==> config.mk <==
export PLATFORM = sky130hd
export DESIGN_NAME = stopwatch_counter
export DESIGN_NICKNAME = d
export VERILOG_FILES = /design/src/rtl/stopwatch_counter.sv
export SDC_FILE = /design/constraint.sdc
export NUM_CORES = 1
export LEC_CHECK = 0
export ABC_AREA = 0
export BUFFER_PORTS_ARGS = -buffer_cell sky130_fd_sc_hd__buf_2
export CORE_MARGIN = 3
export CORE_UTILIZATION = 46
export DETAILED_ROUTE_END_ITERATION = 16
export PLACE_DENSITY_LB_ADDON = 0.15
export SETUP_SLACK_MARGIN = 0.1
export SLEW_MARGIN = 20
export SYNTH_ARGS = -nofsm -noshare
export SYNTH_HDL_FRONTEND = slang
export SYNTH_SLANG_ARGS = --single-unit
export TNS_END_PERCENT = 1
==> constraint.sdc <==
create_clock -name clk -period 1.65 [get_ports clk]
set_input_delay 0.0825 -clock clk [delete_from_list [all_inputs] [get_ports clk]]
set_output_delay 0.0825 -clock clk [all_outputs]
set_load 0.01 [all_outputs]
==> src/rtl/stopwatch_counter.sv <==
// Seconds/minutes stopwatch timebase with start/pause/clear control.
// Latency: running_o follows a start_stop_i pulse by one edge; tick_o/wrap_o are registered one-cycle pulses.
// No backpressure: every control pulse is acted on in the cycle it is sampled; consumers must accept every tick.
module stopwatch_counter #(
    parameter int TICK_DIV = 50000000,
    parameter int CNT_W    = 6
) (
    input  logic             clk,
    input  logic             rst,
    input  logic             start_stop_i,
    input  logic             clear_i,
    output logic [CNT_W-1:0] sec_o,
    output logic [CNT_W-1:0] min_o,
    output logic             running_o,
    output logic             tick_o,
    output logic             wrap_o
);

    // Prescaler needs at least one bit even when TICK_DIV is 1 (it then stays at 0).
    localparam int                PRE_W    = (TICK_DIV > 1) ? $clog2(TICK_DIV) : 1;
    localparam logic [PRE_W-1:0]  PRE_LAST = PRE_W'(TICK_DIV - 1);
    localparam logic [PRE_W-1:0]  PRE_ONE  = PRE_W'(1);
    localparam logic [CNT_W-1:0]  CNT_LAST = CNT_W'(59);
    localparam logic [CNT_W-1:0]  CNT_ONE  = CNT_W'(1);

    typedef enum logic [1:0] {
        IDLE  = 2'd0,
        RUN   = 2'd1,
        PAUSE = 2'd2
    } state_t;

    state_t           state;
    logic [PRE_W-1:0] prescale;

    // A second boundary is reached only while running and the prescaler is at its last count.
    logic at_terminal;
    logic sec_last;
    logic min_last;

    assign at_terminal = (state == RUN) && (prescale == PRE_LAST);
    assign sec_last    = (sec_o == CNT_LAST);
    assign min_last    = (min_o == CNT_LAST);

    // Control FSM, prescaler, time fields and registered strobes; clear overrides any toggle.
    always_ff @(posedge clk or posedge rst) begin
        if (rst) begin
            state     <= IDLE;
            prescale  <= '0;
            sec_o     <= '0;
            min_o     <= '0;
            running_o <= 1'b0;
            tick_o    <= 1'b0;
            wrap_o    <= 1'b0;
        end else if (clear_i) begin
            state     <= IDLE;
            prescale  <= '0;
            sec_o     <= '0;
            min_o     <= '0;
            running_o <= 1'b0;
            tick_o    <= 1'b0;
            wrap_o    <= 1'b0;
        end else begin
            tick_o <= 1'b0;
            wrap_o <= 1'b0;

            // Time only moves in RUN; PAUSE/IDLE keep the partial second intact.
            if (state == RUN) begin
                if (at_terminal) begin
                    prescale <= '0;
                    tick_o   <= 1'b1;
                    if (sec_last) begin
                        sec_o <= '0;
                        if (min_last) begin
                            min_o  <= '0;
                            wrap_o <= 1'b1;
                        end else begin
                            min_o <= min_o + CNT_ONE;
                        end
                    end else begin
                        sec_o <= sec_o + CNT_ONE;
                    end
                end else begin
                    prescale <= prescale + PRE_ONE;
                end
            end

            // A toggle on the terminal cycle still lets the advance above complete.
            if (start_stop_i) begin
                case (state)
                    IDLE: begin
                        state     <= RUN;
                        running_o <= 1'b1;
                    end
                    RUN: begin
                        state     <= PAUSE;
                        running_o <= 1'b0;
                    end
                    PAUSE: begin
                        state     <= RUN;
                        running_o <= 1'b1;
                    end
                    default: begin
                        state     <= IDLE;
                        running_o <= 1'b0;
                    end
                endcase
            end
        end
    end

endmodule

Word level (Yosys, flattened, before mapping)

Index checks and enable logic that the tools add are counted.

Logic and storage cells: 50
Register bits after elaboration: 43
Input port bits: 4

Reductions and logical operators: 9
Equal/unequal tests: 5
Add/sub/neg operators: 3
Mux-type cells: 26

Operators with widths:

| cell                  | number |
|---|---|
| $mux 26               | 3 |
| $mux 6                | 9 |
| $add 26x1->26 const B | 1 |
| $eq 26x26->1 const B  | 1 |
| $add 6x1->6 const B   | 2 |
| $eq 6x6->1 const B    | 2 |
| $mux 1                | 11 |
| $reduce_bool 2->1     | 4 |
| $mux 2                | 2 |
| $pmux 2 s2            | 1 |
| $reduce_and 3->1      | 1 |
| $eq 2x1->1 const B    | 1 |
| $eq 2x2->1 const B    | 1 |
| $logic_not 2->1       | 1 |
| $reduce_and 2->1      | 1 |
| $reduce_or 2->1       | 1 |
| $logic_and 1x1->1     | 1 |

Longest topological paths before layout

Word-level depth: 6
Mapped depth: 6
Gate-level depth less buffers: 5

Worst setup path before layout

No wires, ideal clock.

Kind: reg2reg
Start: reg sec_o[0]
End: reg sec_o[0]
Setup slack: -0.113 ns
Path buffers: 1
Arrival: 1.685 ns
Cell stages (with the launch flop): 7
Period minus slack after synthesis: 1.763 ns
Required time: 1.572 ns
Cells stage by stage: dfrtp_1 > ha_1 > and4b_1 > and2_1 > clkbuf_1 > or4_1 > a21oi_1

Cells in the longest elaborated chain, start to end: 5

RTL lines:

| element                                          | line   | text |
|---|---|---|
| start: declaration                               | 12     | `output logic [CNT_W-1:0] sec_o,` |
| start signal: assignment                         | 80     | `sec_o <= sec_o + CNT_ONE;` |
| $add 6x1->6 / $eq 6x6->1 (equally long branches) | 80, 41 |  |
| $mux 6 *                                         | 71     | `if (sec_last) begin` |
| $mux 6 *                                         | 68     | `if (at_terminal) begin` |
| $mux 6 *                                         | 67     | `if (state == RUN) begin` |
| $mux 6 *                                         | 54     | `end else if (clear_i) begin` |

Every way passes the cells marked *; elsewhere a longest branch is shown, timed or not. The select of a mux whose other input is x is not followed.
A chain may end at the register's enable or synchronous reset.

Worst setup path after layout

Start: reg prescale[0]
End: reg sec_o[0]

Cells in the longest elaborated chain, start to end: 4

RTL lines:

| element                            | line | text |
|---|---|---|
| start: declaration                 | 33   | `logic [PRE_W-1:0] prescale;` |
| start signal: assignment           | 83   | `prescale <= prescale + PRE_ONE;` |
| $eq 26x26->1                       | 40   | `assign at_terminal = (state == RUN) && (prescale == PRE_LAST);` |
| $logic_and 1x1->1                  | 40   |  |
| $reduce_bool 2->1 (no source line) | --   |  |
| $reduce_and 2->1 (no source line)  | --   |  |

Every way passes these cells.

==> results.ini <==
[pwr]
p_per_area_nw_per_um2=626
power_leakage_nw=1.40
ir_worst_vdd_uv=585

[die]
core_area_um2=4880
initial_utilization=0.494
die_h_um=78.4
dieArea_um2=6140
ioPinCount=19
rows=25
die_w_um=78.4

[logic_synthesis]
synth-edff-count=0
synth_top_area_share=0.436
yosysWarnings=0
syn-instance-count=243
synth-seq-cells=42
syn_avg_cell_area_um2=9.92
syn-num-nets=250
ys_seq_area_frac=0.436
netlist_area_um2=2410
synth_area_leaders=dfrtp_1, a21oi_1, xor2_1
synthArstFlopShare=1.00
synth_cell_types=47
yosysTopAreaCell=dfrtp_1
synth_ff_type=dfrtp_1

[setup_path]
endpoint_kind=flip-flop
critPathArrivalTime_ps=1950
crit_required_ps=1880
startpoint=prescale[0]$_DFFE_PP0P_
worstSetupPathType=flip-flop to flip-flop
r2r-start=prescale[0]$_DFFE_PP0P_
cp_max_fo=6
endpoint=sec_o[0]$_DFFE_PP0P_
rr_worst_depth=5
r2r_setup_slack_ps=-70
critPathLaunchType=flip-flop
worst_r2r_endpoint=sec_o[0]$_DFFE_PP0P_
crit_path_top_delay_cell=or4_4
max_stage_delay_ps=520
crit_path_cell_trace=ha_2 -> and4b_2 -> nand4_4 -> or4_4 -> a21oi_2

[grt]
grt_antenna_before_repair=0
grt_pass1_vias=2153
grt_pass1_wl_um=10400
grt_max_degree=43
grt_overflow=0
track_usage=0.210

[detailed_routing]
drt-wirelength-per-cell_um=15.5
drt-vias-per-instance=5.78
drc=0
wirelength_um=5850
vias=2175
drtIter0Drc=182
dr.pass1.iters=4
ant_nets=0

[sta]
finalSetupTns_ps=-453
grt_setup_unrepaired=true
skew_ps=5.83
period_share=1.04
maxSlewViolCount=0
worst_slack_ps=-70.7
timing.fmax_mhz=581
worst_slew_pin_slew_ps=540
hold_viol=0
min_period_ps=1720
whs_ps=70.5
slew_headroom=0.640
setup_viol=27

[flow_run]
maxCapViolCount=0

[clock_network]
cts_sinks=42
cts_tree=built
cts-htree-levels=2
cts_buffers=5
clockBufferDepth=2
clkLatencyLatePin_ps=290
cts_root_buf=clkbuf_8
path_clk_slew_ps=80

[final_layout]
diodes=0
layout.area.seq_um2=1050
num-nets-final=315
area_delta_synth_final_pct=30.7
nFillCells=426
final_cells=376
drive_above_1_share=0.366
multiInputGateArea_um2=1370

[place]
dp_hpwl_um=4100
place.gp.congestion=0.862
dp.cells=362
portBuffers=18

[worst_hold_path]
hold_class=input port to flip-flop

[run_status]
failed_checks=negative setup slack
status=complete, but fails checks

==> cell type report <==
cell class                      count  area share
Tap cell                           67      0.0266
Inverter                            5     0.00596
Sequential cell                    42       0.334
Timing Repair Buffer               73       0.164
Clock inverter                      2      0.0119
Multi-Input combinational cell    181       0.434
Clock buffer                        6      0.0230
==> logic make-up (layout without fill, tap and decap cells) <==
kind of cell | Yosys count | count (layout) | synth area share
adder cells (fa/ha/maj) | 3 | 3 | 0.0156
XOR/XNOR | 12 | 12 | 0.0436
flip-flops | 42 | 42 | 0.436
AND/OR/NAND/NOR | 103 | 103 | 0.270
multiplexers | 4 | 4 | 0.0171
buffers and inverters | 20 | 86 | 0.0426
AO/OA/AOI/OAI | 59 | 59 | 0.175
==> critical path, delay by kind of cell, from the launching register on <==
family | cells | cell delay, ps
AOI/OAI and AO/OA | 1 | 120
adders and majority gates | 1 | 200
DFF | 1 | 390
and+or+nand+nor | 3 | 950
==> sequential cells by signal, indices dropped and copies added (netlist names) <==
| register | cells |
|---|---|
| min_o | 6 |
| running_o | 1 |
| sec_o | 6 |
| tick_o | 1 |
| wrap_o | 1 |
| prescale | 26 |
| state | 1 |
==> per-layer routing <==
metal	wire length, um	up-vias	global-route usage
met3	188	6	0.0413
met1	2920	1067	0.308
li1	-	1061	-
met4	51	0	0.0490
met5	0	-	0
met2	2680	41	0.319
==> placed cells by master, fill, tap and decap left out, drive strengths merged, types with 2 or more instances in the layout <==
| cell | instances |
|---|---|
| mux2i | 3 |
| inv | 4 |
| o31ai | 8 |
| or4 | 8 |
| o2111ai | 5 |
| and3 | 7 |
| and2 | 2 |
| ha | 3 |
| xor2 | 9 |
| nor3 | 3 |
| xnor2 | 3 |
| buf | 72 |
| nand4 | 12 |
| clkbuf | 6 |
| o221a | 2 |
| o311ai | 3 |
| nand3 | 11 |
| o211ai | 6 |
| and4b | 3 |
| nand2b | 2 |
| o21ai | 11 |
| and4 | 9 |
| o32ai | 2 |
| nand2 | 15 |
| a21oi | 17 |
| nor2 | 18 |
| dfrtp | 42 |
| or3 | 9 |
| o41ai | 2 |
| a211oi | 2 |
==> cell usage after synthesis, drive strengths merged, types with 3 or more instances <==
master   count
a21oi       17
and3         7
and4         9
and4b        3
buf         11
clkbuf       4
dfrtp       42
ha           3
inv          5
mux2i        3
nand2       15
nand3       11
nand4       12
nor2        18
nor3         3
o2111ai      5
o211ai       6
o21ai       11
o311ai       3
o31ai        8
or3          9
or4          8
xnor2        3
xor2         9
==> worst min path at each step <==
stage | start | slack (ps) | depth (start not counted) | end
2_1_floorplan | start_stop_i | 230 | 2 | running_o$_DFFE_PP0P_
3_5_place_dp | rst | 240 | 3 | prescale[23]$_DFFE_PP0P_
5_1_grt | start_stop_i | 100 | 3 | running_o$_DFFE_PP0P_
3_3_place_gp | rst | 240 | 3 | prescale[23]$_DFFE_PP0P_
4_1_cts | start_stop_i | 60 | 3 | running_o$_DFFE_PP0P_
6_report | start_stop_i | 70 | 3 | running_o$_DFFE_PP0P_
==> stage by stage <==
step	setup slack, ps	power, W	utilization	instance area [um2]
floorplan	-42.5	0.00113	-	2410
global placement	-139	0.00118	0.588	2870
detailed placement	-196	0.00118	0.588	2870
CTS	-66.4	0.00199	0.629	3070
global route	-162	0.00206	0.645	3150
finish	-70.7	0.00197	0.645	3150
==> where the power goes <==
part | internal (W) | switching [W] | leakage, nW
Sequential | 0.00104 | 0.00000775 | 0.583
Clock | 0.000451 | 0.000355 | 0.0514
Combinational | 0.0000428 | 0.0000797 | 0.762
==> what timing repair did <==
action,in CTS,in global routing
resized for setup,13,15
hold endpoints to repair,42,0
setup buffers,4,1
pin swaps,5,4
hold buffers,1,0
setup endpoints to repair,38,39
No activity file was read; power rests on OpenSTA's default activity.
